<file path="src/rtl/uart_link_pkg.sv">
// rtl/uart_link_pkg.sv - shared constants and helpers for the inter-board game link
//
// Purpose: sync byte, command codes, default bit timing, frame state encoding
//          and the checksum rule, shared by the link transmitter and receiver.
// Ports:   none (package).
package uart_link_pkg;

  localparam logic [7:0] LINK_SYNC_BYTE = 8'hA5;

  localparam logic [7:0] CMD_START = 8'h01;
  localparam logic [7:0] CMD_STOP  = 8'h02;
  localparam logic [7:0] CMD_SCORE = 8'h03;

  // 40 MHz / 115200 baud, truncated
  localparam int CLKS_PER_BIT_DEFAULT = 347;

  typedef enum logic [2:0] {
    ST_IDLE,
    ST_START,
    ST_DATA,
    ST_STOP,
    ST_GAP
  } tx_state_e;

  // Checksum byte closing every frame
  function automatic logic [7:0] frame_chk(input logic [7:0] sync_b,
                                           input logic [7:0] cmd_b,
                                           input logic [7:0] data_b);
    return sync_b ^ cmd_b ^ data_b;
  endfunction

endpackage

</file>
<file path="src/rtl/uart_game_tx_if.sv">
// rtl/uart_game_tx_if.sv - game message handshake between game FSM and link transmitter
//
// Purpose: groups the message valid/ready handshake and its payload.
// Signals: msg_valid (request, held until accepted), msg_cmd[7:0], msg_data[7:0],
//          msg_ready (transmitter can accept this cycle).
// Modports: master = message source (game FSM), slave = transmitter.
interface uart_game_tx_if;
  logic       msg_valid;
  logic [7:0] msg_cmd;
  logic [7:0] msg_data;
  logic       msg_ready;

  modport master (output msg_valid, output msg_cmd, output msg_data, input msg_ready);
  modport slave  (input msg_valid, input msg_cmd, input msg_data, output msg_ready);
endinterface

</file>
<file path="src/rtl/uart_baud_tick.sv">
// rtl/uart_baud_tick.sv - bit-time counter for the UART link
//
// Purpose: counts 0..CLKS_PER_BIT-1 and flags the last cycle of each bit.
// Ports:   pclk, rst_n (async active-low), clear_i (force count to 0),
//          tick_o (high while the count is CLKS_PER_BIT-1).
module uart_baud_tick #(
  parameter int CLKS_PER_BIT = 347
) (
  input  logic pclk,
  input  logic rst_n,
  input  logic clear_i,
  output logic tick_o
);

  localparam int CW = (CLKS_PER_BIT > 2) ? $clog2(CLKS_PER_BIT) : 1;
  localparam logic [CW-1:0] LAST = CW'(CLKS_PER_BIT - 1);

  logic [CW-1:0] cnt_q, cnt_d;

  assign tick_o = (cnt_q == LAST);

  always_comb begin
    cnt_d = cnt_q + 1'b1;
    if (clear_i || tick_o) cnt_d = '0;
  end

  always_ff @(posedge pclk or negedge rst_n) begin
    if (!rst_n) cnt_q <= '0;
    else        cnt_q <= cnt_d;
  end

endmodule

</file>
<file path="src/rtl/uart_game_tx.sv">
// rtl/uart_game_tx.sv - game link transmitter: one message -> 4-byte 8N1 frame
//
// Purpose: accepts (cmd, data) on a valid/ready handshake and sends
//          SYNC, cmd, data, checksum as 8N1 bytes, followed by GAP_BITS idle bits.
// Ports:   pclk, rst_n (async active-low), msg (slave handshake: msg_valid,
//          msg_cmd, msg_data in; msg_ready out), tx (serial out, idle high),
//          busy (frame or gap in progress, = !msg_ready).
module uart_game_tx
  import uart_link_pkg::*;
#(
  parameter int         CLKS_PER_BIT = CLKS_PER_BIT_DEFAULT,
  parameter logic [7:0] SYNC_BYTE    = LINK_SYNC_BYTE,
  parameter int         GAP_BITS     = 1
) (
  input  logic           pclk,
  input  logic           rst_n,
  uart_game_tx_if.slave  msg,
  output logic           tx,
  output logic           busy
);

  localparam logic [3:0] GAP_LAST = (GAP_BITS > 0) ? 4'(GAP_BITS - 1) : 4'd0;

  tx_state_e  state_q, state_d;
  logic [1:0] byte_idx_q, byte_idx_d;
  logic [2:0] bit_idx_q, bit_idx_d;
  logic [3:0] gap_idx_q, gap_idx_d;
  logic [7:0] shift_q, shift_d;
  logic [7:0] cmd_q, cmd_d, data_q, data_d, chk_q, chk_d;
  logic       tx_q, tx_d;
  logic       tick, baud_clear;

  assign msg.msg_ready = (state_q == ST_IDLE);
  assign busy          = (state_q != ST_IDLE);
  assign tx            = tx_q;

  // Counter is held at 0 while idle so the first bit after acceptance is full length
  assign baud_clear = (state_q == ST_IDLE) || (state_d != state_q);

  uart_baud_tick #(.CLKS_PER_BIT(CLKS_PER_BIT)) u_baud (
    .pclk    (pclk),
    .rst_n   (rst_n),
    .clear_i (baud_clear),
    .tick_o  (tick)
  );

  // tx_d is the line level for the state being entered, so tx changes on the
  // same edge as the state and stays aligned with the baud counter.
  always_comb begin
    state_d    = state_q;
    byte_idx_d = byte_idx_q;
    bit_idx_d  = bit_idx_q;
    gap_idx_d  = gap_idx_q;
    shift_d    = shift_q;
    cmd_d      = cmd_q;
    data_d     = data_q;
    chk_d      = chk_q;
    tx_d       = tx_q;
    case (state_q)
      ST_IDLE: begin
        tx_d = 1'b1;
        if (msg.msg_valid) begin
          cmd_d      = msg.msg_cmd;
          data_d     = msg.msg_data;
          chk_d      = frame_chk(SYNC_BYTE, msg.msg_cmd, msg.msg_data);
          byte_idx_d = 2'd0;
          shift_d    = SYNC_BYTE;
          tx_d       = 1'b0;
          state_d    = ST_START;
        end
      end
      ST_START: begin
        if (tick) begin
          state_d   = ST_DATA;
          bit_idx_d = 3'd0;
          tx_d      = shift_q[0];
        end
      end
      ST_DATA: begin
        if (tick) begin
          if (bit_idx_q == 3'd7) begin
            state_d = ST_STOP;
            tx_d    = 1'b1;
          end else begin
            bit_idx_d = bit_idx_q + 3'd1;
            shift_d   = {1'b0, shift_q[7:1]};
            tx_d      = shift_q[1];
          end
        end
      end
      ST_STOP: begin
        if (tick) begin
          if (byte_idx_q != 2'd3) begin
            byte_idx_d = byte_idx_q + 2'd1;
            state_d    = ST_START;
            tx_d       = 1'b0;
            case (byte_idx_q)
              2'd0:    shift_d = cmd_q;
              2'd1:    shift_d = data_q;
              default: shift_d = chk_q;
            endcase
          end else if (GAP_BITS > 0) begin
            state_d   = ST_GAP;
            gap_idx_d = 4'd0;
            tx_d      = 1'b1;
          end else begin
            state_d = ST_IDLE;
            tx_d    = 1'b1;
          end
        end
      end
      ST_GAP: begin
        tx_d = 1'b1;
        if (tick) begin
          if (gap_idx_q == GAP_LAST) state_d = ST_IDLE;
          else                       gap_idx_d = gap_idx_q + 4'd1;
        end
      end
      default: begin
        state_d = ST_IDLE;
        tx_d    = 1'b1;
      end
    endcase
  end

  always_ff @(posedge pclk or negedge rst_n) begin
    if (!rst_n) begin
      state_q    <= ST_IDLE;
      byte_idx_q <= '0;
      bit_idx_q  <= '0;
      gap_idx_q  <= '0;
      shift_q    <= '0;
      cmd_q      <= '0;
      data_q     <= '0;
      chk_q      <= '0;
      tx_q       <= 1'b1;
    end else begin
      state_q    <= state_d;
      byte_idx_q <= byte_idx_d;
      bit_idx_q  <= bit_idx_d;
      gap_idx_q  <= gap_idx_d;
      shift_q    <= shift_d;
      cmd_q      <= cmd_d;
      data_q     <= data_d;
      chk_q      <= chk_d;
      tx_q       <= tx_d;
    end
  end

endmodule

</file>
<file path="src/flat_wrapper.sv">
// flat-port wrapper written by rule: the top's interface ports become plain ports
module uart_game_tx_flat import uart_link_pkg::*;
#(
  parameter int         CLKS_PER_BIT = CLKS_PER_BIT_DEFAULT,
  parameter logic [7:0] SYNC_BYTE    = LINK_SYNC_BYTE,
  parameter int         GAP_BITS     = 1
)
  (pclk, rst_n, tx, busy, msg_msg_valid, msg_msg_cmd, msg_msg_data, msg_msg_ready);
  uart_game_tx_if msg_i ();
  input  logic pclk;
  input  logic rst_n;
  output logic tx;
  output logic busy;
  input wire logic [$bits(msg_i.msg_valid)-1:0] msg_msg_valid;
  input wire logic [$bits(msg_i.msg_cmd)-1:0] msg_msg_cmd;
  input wire logic [$bits(msg_i.msg_data)-1:0] msg_msg_data;
  output wire logic [$bits(msg_i.msg_ready)-1:0] msg_msg_ready;
  assign msg_i.msg_valid = msg_msg_valid;
  assign msg_i.msg_cmd = msg_msg_cmd;
  assign msg_i.msg_data = msg_msg_data;
  assign msg_msg_ready = msg_i.msg_ready;
  uart_game_tx #(.CLKS_PER_BIT(CLKS_PER_BIT), .SYNC_BYTE(SYNC_BYTE), .GAP_BITS(GAP_BITS)) u_core (.pclk(pclk), .rst_n(rst_n), .msg(msg_i), .tx(tx), .busy(busy));
endmodule
</file>
<file path="config.mk">
export PLATFORM = sky130hd
export DESIGN_NAME = uart_game_tx_flat
export DESIGN_NICKNAME = d
export VERILOG_FILES = /design/src/rtl/uart_link_pkg.sv /design/src/rtl/uart_game_tx_if.sv /design/src/rtl/uart_baud_tick.sv /design/src/rtl/uart_game_tx.sv /design/src/flat_wrapper.sv
export SDC_FILE = /design/constraint.sdc
export NUM_CORES = 1
export LEC_CHECK = 0
export BUFFER_PORTS_ARGS = -buffer_cell sky130_fd_sc_hd__clkbuf_2
export CORE_ASPECT_RATIO = 0.5
export CORE_MARGIN = 4
export CORE_UTILIZATION = 56
export DETAILED_ROUTE_END_ITERATION = 12
export PLACE_DENSITY = 0.75
export SLEW_MARGIN = 20
export SYNTH_ARGS = -nofsm -noshare
export SYNTH_HDL_FRONTEND = slang
export SYNTH_SLANG_ARGS = --single-unit
</file>
<file path="constraint.sdc">
create_clock -name pclk -period 2.75 [get_ports pclk]
set_clock_uncertainty 0.05 [all_clocks]
set_input_delay 0.55 -clock pclk [delete_from_list [all_inputs] [get_ports pclk]]
set_output_delay 0.55 -clock pclk [all_outputs]
set_load 0.02 [all_outputs]
</file>
==> impl_metrics.ini <==
[cts]
cts.sinks = 54
htreeDepth = 2
clk_pin_slew_worst_paths_ps = 100
cts_buffers = 5
postCtsSetupRepairBufs = 0
clock_latency_ps = 320
cts_tree = yes
cts_resized = 0
clock_path_buffers = 2
holdBufCountCts = 0
cts_root_buf = clkbuf_8

[power_and_ir_drop]
p_sw_frac = 0.229
leakagePower_nw = 1.41
power.density_nw_per_um2 = 476
power.switching_w = 0.000334
p_int_w = 0.00113
p_clk_frac = 0.385
p_total_w = 0.00146
seq_power_share = 0.567
combPwrFrac = 0.048
peakVddDrop_uv = 350

[synth]
async_flop_share = 1.00
synth-warning-count = 0
synth.net_count = 287
ys_types = 51
synth.ff_latch_count = 54
ys_dominant_reg_cell = dfrtp_1
yosysSeqAreaShare = 0.487
syn_area_sq_um = 2780
syn_inst = 259
avgSynthCellArea_sq_um = 10.7
synth_edf_count = 0

[timing]
hold_viol = 0
max-slew-margin-rel = 0.558
rsz0062_at_grt = false
tightest_slew_ps = 662
setup_viol = 0
fmax_mhz = 455
timing.final.max_slew_violations = 0
period_share = 0.800
fin_setup_tns_ps = 0
fin_crit_ps = 2200

[final_layout]
multi_input_area_sq_um = 1330
n_fill_cell = 385
n_antenna_cell = 0
area_delta_synth_final_pct = 10.5
instances_no_fill = 347
regArea_sq_um = 1350
fin_nets = 308
design_area_sq_um = 3070
drive_gt1_frac = 0.249
final_util = 0.668

[floorplanning]
coreArea_sq_um = 4590
die_area_sq_um = 6220
dieWidth_um = 108
pin_count = 22
num_rows = 17
initial_core_util = 0.604
die_h_um = 57.8

[setup_path]
worstPathArrival_ps = 1600
cp-end-kind = output port
start_kind = flop
crit_required_ps = 2150
rr_startpoint = u_core.u_baud.cnt_q[2]$_DFF_PN0_
startpoint = u_core.state_q[0]$_DFF_PN0_
path_class = flop to output port
path_max_fanout = 14

[flow_run]
cap_violations = 0

[detailed_routing]
drt_wl_total_mm = 5.15
drt_first_iter_violations = 103
dr.pass1.iters = 5
route.vias.total = 1959
ant_nets = 0
via_per_inst = 5.65
post_drt_wl_per_cell_um = 14.8
drcViolationCount = 0

[place]
placedCellCount = 339
dpl.hpwl_mm = 3.52
portBuffers = 21
post_dp_cell_area_sq_um = 2950
gp_congestion = 0.821

[global_route]
grt_max_degree = 55
grt_use_total = 0.182
met1_usage = 0.247
grt_use_met2 = 0.280
grt_pass1_vias = 1904
grt_most_used_layer = met2
grt_first_pass_wirelength_mm = 8.86
grt_overflow = 0
grt_use_met3 = 0.0489
antenna_found_initial = 0

[status]
status = finished clean

[hold_path]
hold_path_class = primary input to async pin
-- path summary, 6_finish.rpt --
check                                                         to  slack [ps]  cells after the start
worst max register to register   u_core.bit_idx_q[0]$_DFFE_PN0P_         580                      4
min in group pclk                    u_core.cmd_q[7]$_DFFE_PN0P_         420                      2
worst min-delay path            u_core.u_baud.cnt_q[7]$_DFF_PN0_         290                      2
max in group asynchronous        u_core.bit_idx_q[0]$_DFFE_PN0P_        1920                      2
worst min register to register       u_core.chk_q[5]$_DFFE_PN0P_         440                      2
worst max-delay path                               msg_msg_ready         550                      4
-- cells in the mapped netlist (all sizes together), types with 3 or more instances --
cell type  number  area (sq um)
a211oi          3          22.5
a21oi           6          30.0
a22o            4          35.0
a22oi           4          30.0
a31oi           5          31.3
buf             3          20.0
clkbuf         10          37.5
dfrtp          53          1330
ha              9           113
inv             9          33.8
mux2           27           304
nand2          21          78.8
nand3           6          30.0
nand4           3          18.8
nor2           19          73.8
nor3            4          31.3
nor4            3          18.8
o21ai          25           129
xnor2           9          78.8
xor2            7          61.3
-- flip-flops by register name, summed over array words and instances (netlist names) --
name	cells
u_core.tx	1
u_core.gap_idx_q	4
u_core.shift_q	8
u_core.data_q	8
u_core.cmd_q	8
u_core.bit_idx_q	3
u_core.byte_idx_q	2
u_core.state_q	3
u_core.u_baud.cnt_q	9
u_core.chk_q	8
-- per-layer routing --
layer	wire length (um)	vias to the layer above
li1	-	970
met1	2540	944
met2	2270	39
met3	251	6
met4	80	0
met5	0	-
-- worst max-delay path, stage by stage, from the launching register on --
cell and delay, ps:
dfrtp_1 530, nor2_1 380, nand2_1 150, inv_1 70
clkbuf_2 160
-- logic make-up (layout without fill, tap and decap cells) --
logic type / Yosys count / count (layout) / share of synthesized area
compound gates: 59 / 59 / 0.145
xor+xnor: 16 / 16 / 0.0505
fa+ha+maj: 9 / 9 / 0.0406
buf+inv: 23 / 45 / 0.0342
flops: 54 / 54 / 0.487
mux: 27 / 27 / 0.110
simple gates: 71 / 71 / 0.133
-- stage by stage --
| stage | hold slack, ps | setup slack, ps |
|---|---|---|
| after floorplan | 204 | 723 |
| after global placement | 414 | 606 |
| after detailed placement | 424 | 580 |
| after CTS | 317 | 554 |
| after global routing | 364 | 355 |
| final | 291 | 550 |
-- layout make-up --
class	instances	share of cell area
Clock buffer	5	0.0224
Clock inverter	3	0.0155
Inverter	10	0.0122
Multi-Input combinational cell	182	0.433
Sequential cell	54	0.441
Tap cell	66	0.0269
Timing Repair Buffer	27	0.0489
-- placed cells by master, fill, tap and decap left out, types with 3 or more instances in the layout --
master / instances
a31oi_1: 5
xnor2_1: 9
nand3_1: 6
a22oi_1: 4
a211oi_1: 3
dfrtp_1: 53
o21ai_0: 24
clkbuf_2: 21
a21oi_1: 6
inv_1: 9
nor4_1: 3
buf_4: 6
a22o_1: 4
ha_1: 9
nand4_1: 3
xor2_1: 7
clkbuf_8: 5
nand2_1: 21
mux2_2: 25
nor2_1: 18
nor3_1: 3
-- power groups by stage --
stage / combinational, W / clock, W / sequential [W]
floorplan: 0.0000318 / 0 / 0.000840
global placement: 0.0000694 / 0 / 0.000841
detailed placement: 0.0000725 / 0 / 0.000843
CTS: 0.0000725 / 0.000573 / 0.000827
global route: 0.0000811 / 0.000606 / 0.000830
finish: 0.0000702 / 0.000562 / 0.000827
No activity file was read; power rests on OpenSTA's default activity.
